===== src/rtl/vocab_matcher.sv =====
// Vocabulary search engine: scans null-terminated tokens in a writable byte
// memory for a packed input word and reports hit/miss, token index and overflow.
module vocab_matcher #(
  parameter int ADDR_WIDTH  = 4,
  parameter int WORD_LENGTH = 3,
  parameter int DATA_WIDTH  = 8,
  parameter int TOKEN_WIDTH = 4
) (
  input  logic                              clk,
  input  logic                              rst,
  input  logic                              start,
  input  logic [WORD_LENGTH*DATA_WIDTH-1:0] word,
  output logic                              busy,
  output logic                              done,
  output logic                              match,
  output logic [TOKEN_WIDTH-1:0]            token_id,
  output logic                              overflow,
  input  logic                              vocab_we,
  input  logic [ADDR_WIDTH-1:0]             vocab_waddr,
  input  logic [DATA_WIDTH-1:0]             vocab_wdata
);

  localparam int CIW = $clog2(WORD_LENGTH + 1);
  localparam logic [ADDR_WIDTH-1:0] ADDR_LAST = {ADDR_WIDTH{1'b1}};

  typedef enum logic [2:0] {
    S_IDLE = 3'd0,
    S_READ = 3'd1,
    S_CMP  = 3'd2,
    S_SKIP = 3'd3,
    S_DONE = 3'd4
  } state_e;

  state_e                              state_q;
  logic [WORD_LENGTH*DATA_WIDTH-1:0]   word_q;
  logic [ADDR_WIDTH-1:0]               addr_q;
  logic [CIW-1:0]                      char_idx_q;
  logic [TOKEN_WIDTH-1:0]              token_q;
  logic                                skip_q;
  logic [DATA_WIDTH-1:0]               rdata_q;
  logic                                busy_q;
  logic                                done_q;
  logic                                match_q;
  logic [TOKEN_WIDTH-1:0]              token_id_q;
  logic                                overflow_q;
  logic [DATA_WIDTH-1:0]               mem_q [2**ADDR_WIDTH];

  logic [DATA_WIDTH-1:0]               cur_char_s;
  logic                                at_end_s;
  logic                                rdata_zero_s;
  logic                                char_eq_s;

  // Character at char_idx; index WORD_LENGTH is the implicit terminator.
  always_comb begin
    cur_char_s = {DATA_WIDTH{1'b0}};
    for (int i = 0; i < WORD_LENGTH; i++) begin
      if (char_idx_q == CIW'(i)) begin
        cur_char_s = word_q[i*DATA_WIDTH +: DATA_WIDTH];
      end else begin
        cur_char_s = cur_char_s;
      end
    end
  end

  assign at_end_s     = (addr_q == ADDR_LAST);
  assign rdata_zero_s = (rdata_q == {DATA_WIDTH{1'b0}});
  assign char_eq_s    = (rdata_q == cur_char_s);

  // Vocabulary storage: writes only while idle, synchronous read in READ.
  always_ff @(posedge clk) begin
    if (vocab_we && (state_q == S_IDLE)) begin
      mem_q[vocab_waddr] <= vocab_wdata;
    end
    if (state_q == S_READ) begin
      rdata_q <= mem_q[addr_q];
    end
  end

  // Search FSM with registered handshake and result outputs.
  always_ff @(posedge clk or posedge rst) begin
    if (rst) begin
      state_q    <= S_IDLE;
      word_q     <= '0;
      addr_q     <= '0;
      char_idx_q <= '0;
      token_q    <= '0;
      skip_q     <= 1'b0;
      busy_q     <= 1'b0;
      done_q     <= 1'b0;
      match_q    <= 1'b0;
      token_id_q <= '0;
      overflow_q <= 1'b0;
    end else begin
      done_q <= 1'b0;
      case (state_q)
        S_IDLE: begin
          if (start) begin
            word_q     <= word;
            addr_q     <= '0;
            char_idx_q <= '0;
            token_q    <= '0;
            skip_q     <= 1'b0;
            match_q    <= 1'b0;
            token_id_q <= '0;
            overflow_q <= 1'b0;
            busy_q     <= 1'b1;
            state_q    <= S_READ;
          end
        end
        S_READ: begin
          state_q <= skip_q ? S_SKIP : S_CMP;
        end
        S_CMP: begin
          if (rdata_zero_s && (char_idx_q == CIW'(0))) begin
            state_q <= S_DONE;
          end else if (char_eq_s && (cur_char_s == {DATA_WIDTH{1'b0}})) begin
            match_q    <= 1'b1;
            token_id_q <= token_q;
            state_q    <= S_DONE;
          end else if (at_end_s) begin
            overflow_q <= 1'b1;
            state_q    <= S_DONE;
          end else begin
            addr_q  <= addr_q + ADDR_WIDTH'(1);
            state_q <= S_READ;
            if (char_eq_s) begin
              char_idx_q <= char_idx_q + CIW'(1);
            end else if (rdata_zero_s) begin
              // Entry ended before the word did: move on to the next entry.
              token_q    <= token_q + TOKEN_WIDTH'(1);
              char_idx_q <= '0;
            end else begin
              skip_q <= 1'b1;
            end
          end
        end
        S_SKIP: begin
          if (at_end_s) begin
            overflow_q <= 1'b1;
            state_q    <= S_DONE;
          end else begin
            addr_q  <= addr_q + ADDR_WIDTH'(1);
            state_q <= S_READ;
            if (rdata_zero_s) begin
              token_q    <= token_q + TOKEN_WIDTH'(1);
              char_idx_q <= '0;
              skip_q     <= 1'b0;
            end
          end
        end
        S_DONE: begin
          done_q  <= 1'b1;
          busy_q  <= 1'b0;
          state_q <= S_IDLE;
        end
        default: begin
          state_q <= S_IDLE;
          busy_q  <= 1'b0;
        end
      endcase
    end
  end

  assign busy     = busy_q;
  assign done     = done_q;
  assign match    = match_q;
  assign token_id = token_id_q;
  assign overflow = overflow_q;

endmodule


===== config.mk =====
export PLATFORM = sky130hd
export DESIGN_NAME = vocab_matcher
export DESIGN_NICKNAME = d
export VERILOG_FILES = /design/src/rtl/vocab_matcher.sv
export SDC_FILE = /design/constraint.sdc
export NUM_CORES = 1
export LEC_CHECK = 0
export ABC_AREA = 1
export ABC_CLOCK_PERIOD_IN_PS = 1900
export BUFFER_PORTS_ARGS = -buffer_cell sky130_fd_sc_hd__buf_4
export CAP_MARGIN = 5
export CORE_AREA = 2 2 148 114
export DETAILED_ROUTE_END_ITERATION = 16
export DIE_AREA = 0 0 150 116
export GPL_ROUTABILITY_DRIVEN = 0
export PLACE_DENSITY = 0.79
export SLEW_MARGIN = 10
export SYNTH_ARGS = -nofsm -noshare
export SYNTH_HDL_FRONTEND = slang
export SYNTH_SLANG_ARGS = --single-unit
export TNS_END_PERCENT = 30

===== constraint.sdc =====
create_clock -name clk -period 1.9 [get_ports clk]
set_input_delay 0.19 -clock clk [delete_from_list [all_inputs] [get_ports clk]]
set_output_delay 0.19 -clock clk [all_outputs]
set_load 0.03 [all_outputs]

Yosys cells after proc, flatten, opt, wreduce, memory -nomap -nowiden --
Memory sizes are Yosys's and may differ from the RTL's. A register that Yosys moved wholly into a read port is not among the register bits. Cells that the tools add are included.
Storage, ports and cells: register bits 46, bits in latches 0, memory bits (writable) 128, bits in read-only memories 0, input port bits 40, output and inout bits 8, memories 1
Cells by class: add/subtract/negate cells 3, $mul 0, divide/modulo/power cells 0, $lt $le $gt $ge 0, equality and inequality tests 17, shifts and indexed selects 0, muxes and demuxes 53, bitwise logic cells 1, reductions and logical operators 17
Memory list:
- mem_q | depth 16, width 8, read ports 1, clocked after Yosys merged registers in 1, write ports 1, line 46 | logic [DATA_WIDTH-1:0] mem_q [2**ADDR_WIDTH];
Operators by type and width (count):
- $mux W4 | 12
- $mux W8 | 3
- $pmux W4 S3 | 2
- $mux W1 | 18
- $ne A2 B2 Y1 const B | 9
- $logic_not A8 Y1 | 2
- $mux W2 | 7
- $mux W3 | 4
- $pmux W3 S4 | 1
- $reduce_and A9 Y1 | 1
- $add A4 B1 Y4 const B | 2
- $eq A8 B8 Y1 | 1
- $pmux W4 S2 | 1
- $reduce_and A4 Y1 | 2
- $reduce_and A7 Y1 | 1
- $eq A3 B2 Y1 const B | 2
- $pmux W1 S3 | 2
- $pmux W2 S3 | 1
- $reduce_and A6 Y1 | 1
- $eq A4 B4 Y1 const B | 1
- $pmux W1 S2 | 2
- $reduce_and A2 Y1 | 2
- $eq A3 B1 Y1 const B | 1
- $eq A3 B3 Y1 const B | 1
- 10 further kinds | 12

Depth between registers and ports, before layout --
word-level depth 10, gate-level depth with buffers 17

Worst setup path before layout --
No wires, ideal clock.
path kind register -> register, from register char_idx_q[0], to register char_idx_q[0], arrival 1914 ps, slack -135 ps, cell stages (with the launch flop) 14, period minus slack after synthesis 2035 ps, cells stage by stage dfrtp_1 -> inv_1 -> ha_1 -> inv_2 -> or2_1 -> nand2_1 -> and2_1 -> nand2_2 -> nor2_4 -> nand4_4 -> nand2_4 -> inv_4 -> nand2_1 -> nand2_1
On the way: word-level cells in the longest chain between the ends 10, elaborated cells between the ends (all ways) 21
RTL lines:
- start: declaration | line 37 | logic [CIW-1:0] char_idx_q;
- start signal: assignment | line 127 | char_idx_q <= char_idx_q + CIW'(1);
- $logic_not A2 Y1 | line 57, 114
- $mux W8 (3 in a row) | line 57 | if (char_idx_q == CIW'(i)) begin
- $eq A8 B8 Y1 | line 67 | assign char_eq_s = (rdata_q == cur_char_s);
- $mux W2 | line 126 | if (char_eq_s) begin
- $mux W2 | line 120 | end else if (at_end_s) begin
- $mux W2 | line 116 | end else if (char_eq_s && (cur_char_s == {DATA_WIDTH{1'b0}})) begin
- $mux W2 | line 114 | if (rdata_zero_s && (char_idx_q == CIW'(0))) begin
- $pmux W2 S3 | line 95 | case (state_q)
Parallel ways exist; a longest one is shown, timed or not. The select of a mux whose other input is x is not followed. A chain may end at the register's enable or synchronous reset.

Worst setup path in the final report --
from register char_idx_q[0], to register addr_q[1]
On the way: word-level cells in the longest chain between the ends 8, elaborated cells between the ends (all ways) 13
RTL lines:
- $logic_not A2 Y1 | line 57, 114
- $mux W8 (3 in a row) | line 57
- $eq A8 B8 Y1 / $logic_not A8 Y1 (equally long branches) | line 67, 116
- $logic_and A1 B1 Y1 | line 116
- $ne A2 B2 Y1 (no line)
- $reduce_and A4 Y1 (no line) (*)
- end signal: assignment | line 124 | addr_q <= addr_q + ADDR_WIDTH'(1);
- end signal: assignment | line 142 | addr_q <= addr_q + ADDR_WIDTH'(1);
- end: declaration | line 36 | logic [ADDR_WIDTH-1:0] addr_q;
Every way passes the cells marked *; elsewhere a longest branch is shown, timed or not.

==> results.json <==
{
  "status": "finished with violations",
  "violations": "setup timing",
  "synth.area.top_cells": "edfxtp_1 (52%), dfrtp_1 (15%), nand2_1 (9.1%)",
  "rr_worst_depth": 15,
  "coreArea_um2": 15800,
  "syn_to_final_growth_pct": 24.9,
  "p_comb_share_pct": 29.0,
  "fin_area_um2": 9800,
  "yosys_warnings": 0,
  "synthCells": 738,
  "grt_pass1_wl_um": 28700,
  "hold_path_depth": 3,
  "ys_seq_elements": 182,
  "drive_gt1_share_pct": 22.2,
  "synth-edff-count": 136,
  "dp_hpwl_um": 12000,
  "numClockSinks": 182,
  "cp_slowest_cell": "dfrtp_1",
  "synth-async-reset-ratio_pct": 25.3,
  "placed_area_um2": 8860,
  "crit_top_cell": "nand2_1",
  "multi_input_area_um2": 2460,
  "synth_top_cell_by_area": "edfxtp_1",
  "final_net_count": 910,
  "ios": 48,
  "synth_most_common_cell": "nand2_1",
  "worst-path-stages": 15,
  "die_w_um": 150,
  "cp.arrival_ns": 2.61,
  "crit_family": "simple AND/OR/NAND/NOR gates",
  "ir_drop_mv": 0.902,
  "dr.pass1.iters": 5,
  "worstPathCellList": "inv_2 -> buf_6 -> ha_4 -> buf_6 -> a21oi_2 -> nand2_1 -> nand2_2 -> nand2_1 -> nand2_1 -> nand2_2 -> nor2_4 -> nand4_4 -> buf_4 -> nand4_1 -> o21ai_2",
  "first_iter_violations": 609,
  "globalRoute.totalOverflow": 0,
  "fp.dieArea_um2": 17400,
  "ant_nets": 0,
  "insertedDiodeCount": 0,
  "synth.top_cell.area_share_pct": 52.0,
  "clock.fmax_ghz": 0.435,
  "ys_types": 36,
  "slew_viol_final": 0,
  "power_density_nw_per_um2": 1210,
  "syn_area_um2": 7850,
  "synth_nets": 783,
  "start_util_pct": 49.6,
  "rsz0062_at_grt": "true",
  "synth_commonest_cells": "nand2_1 (190), edfxtp_1 (136), nor2_1 (84), o21ai_0 (49), dfrtp_1 (46)",
  "setup_ws_ns": -0.399,
  "avgSynthCellArea_um2": 10.6,
  "antenna_found_initial": 0,
  "avgViaCountPerCell": 5.41,
  "cts_tree": "yes",
  "grt.total_usage_pct": 21.9,
  "seqPwrFrac_pct": 43.3,
  "pre_cts_slack_ns": -0.321,
  "cts-root-buf": "clkbuf_16",
  "fin_skew_ns": 0.0103,
  "nFillCells": 1223,
  "fin_crit_ns": 2.30,
  "clock_path_buffers": 2,
  "reg2reg_slack_ns": -0.40,
  "die_h_um": 116,
  "setup_viol": 19,
  "grt_pass1_vias": 5513,
  "cts_max_level": 4,
  "clk_latency_ns": 0.43,
  "maxCapViolCount": 0,
  "port_buffers": 47,
  "critPathMaxFanout": 5,
  "wl_per_cell_um": 17.1,
  "crit_path_end_kind": "flop",
  "worst_pin_slew_ns": 0.443,
  "grt_max_degree": 41,
  "fin_tns_setup_ns": -6.44,
  "vias": 5883,
  "finalPower_w": 0.0118,
  "drc": 0,
  "worstSetupStartpointType": "flop",
  "cts_buffers": 17,
  "crit_buf_inv": 4,
  "yosys_most_used_dff": "edfxtp_1",
  "routed_wl_um": 18600,
  "finalHoldViolCount": 0,
  "pwr-share-clk_pct": 27.7,
  "crit_type": "flop to flop",
  "hp-class": "primary input to flop",
  "seqCellArea_um2": 5240,
  "relSlewSlack_pct": 70.5,
  "final_util_pct": 62.0,
  "p_sw_w": 0.00410,
  "netSwitchingFraction_pct": 34.6,
  "max_stage_delay_ns": 0.43,
  "cp.required_ns": 2.21,
  "seq_area_frac_synth_pct": 66.7,
  "post-route-period-util_pct": 121,
  "p_leak_nw": 4.10,
  "internal_power_w": 0.00773,
  "clk_pin_slew_ns": 0.07,
  "num_rows": 40
}
==> metrics by stage <==
stage                     hold WS, ns  cells
after global routing           0.0792   1088
after CTS                      0.0499   1085
final                          0.0628   1088
after floorplan                 0.289    738
after detailed placement        0.222   1028
after global placement          0.222   1028
==> kinds of logic after synthesis <==
| family | count (synthesis) | synth area share [%] |
|---|---|---|
| flops | 182 | 66.7 |
| compound gates | 119 | 8.94 |
| buf+inv | 72 | 3.51 |
| fa+ha+maj | 5 | 0.797 |
| xor+xnor | 3 | 0.335 |
| simple gates | 357 | 19.7 |
==> flip-flops by register name (all words and copies together), names as in the netlist <==
register / cells
addr_q: 4
busy: 1
char_idx_q: 2
done: 1
match: 1
mem_q: 128
overflow: 1
rdata_q: 8
skip_q: 1
state_q: 3
token_id: 4
token_q: 4
word_q: 24
==> cell usage in the layout, fill, tap and decap left out, drive strengths merged <==
cell type,instances
and2,1
edfxtp,136
nor3,2
buf,109
nand4,13
xor2,2
nor3b,1
nand2,202
a211oi,1
nor2,91
dfrtp,46
o21ai,53
ha,5
clkinv,5
nand3,39
dlygate4sd3,25
or2,7
o21bai,7
a21oi,31
clkinvlp,2
inv,53
nor4,1
o221ai,5
xnor2,1
clkbuf,18
a221oi,10
o22ai,12
==> layer usage <==
layer  GRT usage, %  wire length [µm]  vias to the layer above  share of wire, %
met5              0                 0                        -                 0
met3           4.65              1490                       27               8.0
met4           6.54               246                        0               1.3
met2           34.9              9050                      260                49
li1               -                 -                     2804                 -
met1           30.9              7770                     2792                42
==> power groups by stage <==
stage | clock network (W) | registers [W] | logic, W
6_report | 0.00328 | 0.00512 | 0.00343
3_3_place_gp | 0 | 0.00516 | 0.00309
2_1_floorplan | 0 | 0.00510 | 0.00209
5_1_grt | 0.00347 | 0.00516 | 0.00381
4_1_cts | 0.00331 | 0.00509 | 0.00326
3_5_place_dp | 0 | 0.00516 | 0.00319
==> worst min-delay path: stages <==
cell,delay (ns)
buf_4,0.08
nor2_1,0.06
a21oi_1,0.12
==> what timing repair did <==
action,in CTS,in global routing
hold buffers,25,0
endpoints found under the hold margin,43,0
gates resized for setup,2,32
pin swaps,4,7
setup buffers,0,3
endpoints found under the setup margin,19,148
==> final timing paths <==
kind                                                start                 endpoint
worst max-delay path            char_idx_q[0]$_DFFE_PP0P_    addr_q[1]$_DFFE_PP0P_
worst min-delay path                                start   state_q[0]$_DFFE_PP0N_
worst max register to register  char_idx_q[0]$_DFFE_PP0P_    addr_q[1]$_DFFE_PP0P_
worst min register to register    token_id[3]$_DFFE_PP0P_  token_id[3]$_DFFE_PP0P_
max in group asynchronous                             rst   word_q[18]$_DFFE_PP0P_
min in group asynchronous                             rst        match$_DFFE_PP0P_
==> cell type report <==
class	instances	area share [%]
repair buffers	134	11.4
well taps	210	2.68
inverters	46	1.89
flip-flops and latches	182	53.4
clock buffers	18	4.38
multi-input cells	484	25.1
clock inverters	14	1.16
Note: power is estimated with default switching activity, not from simulation.
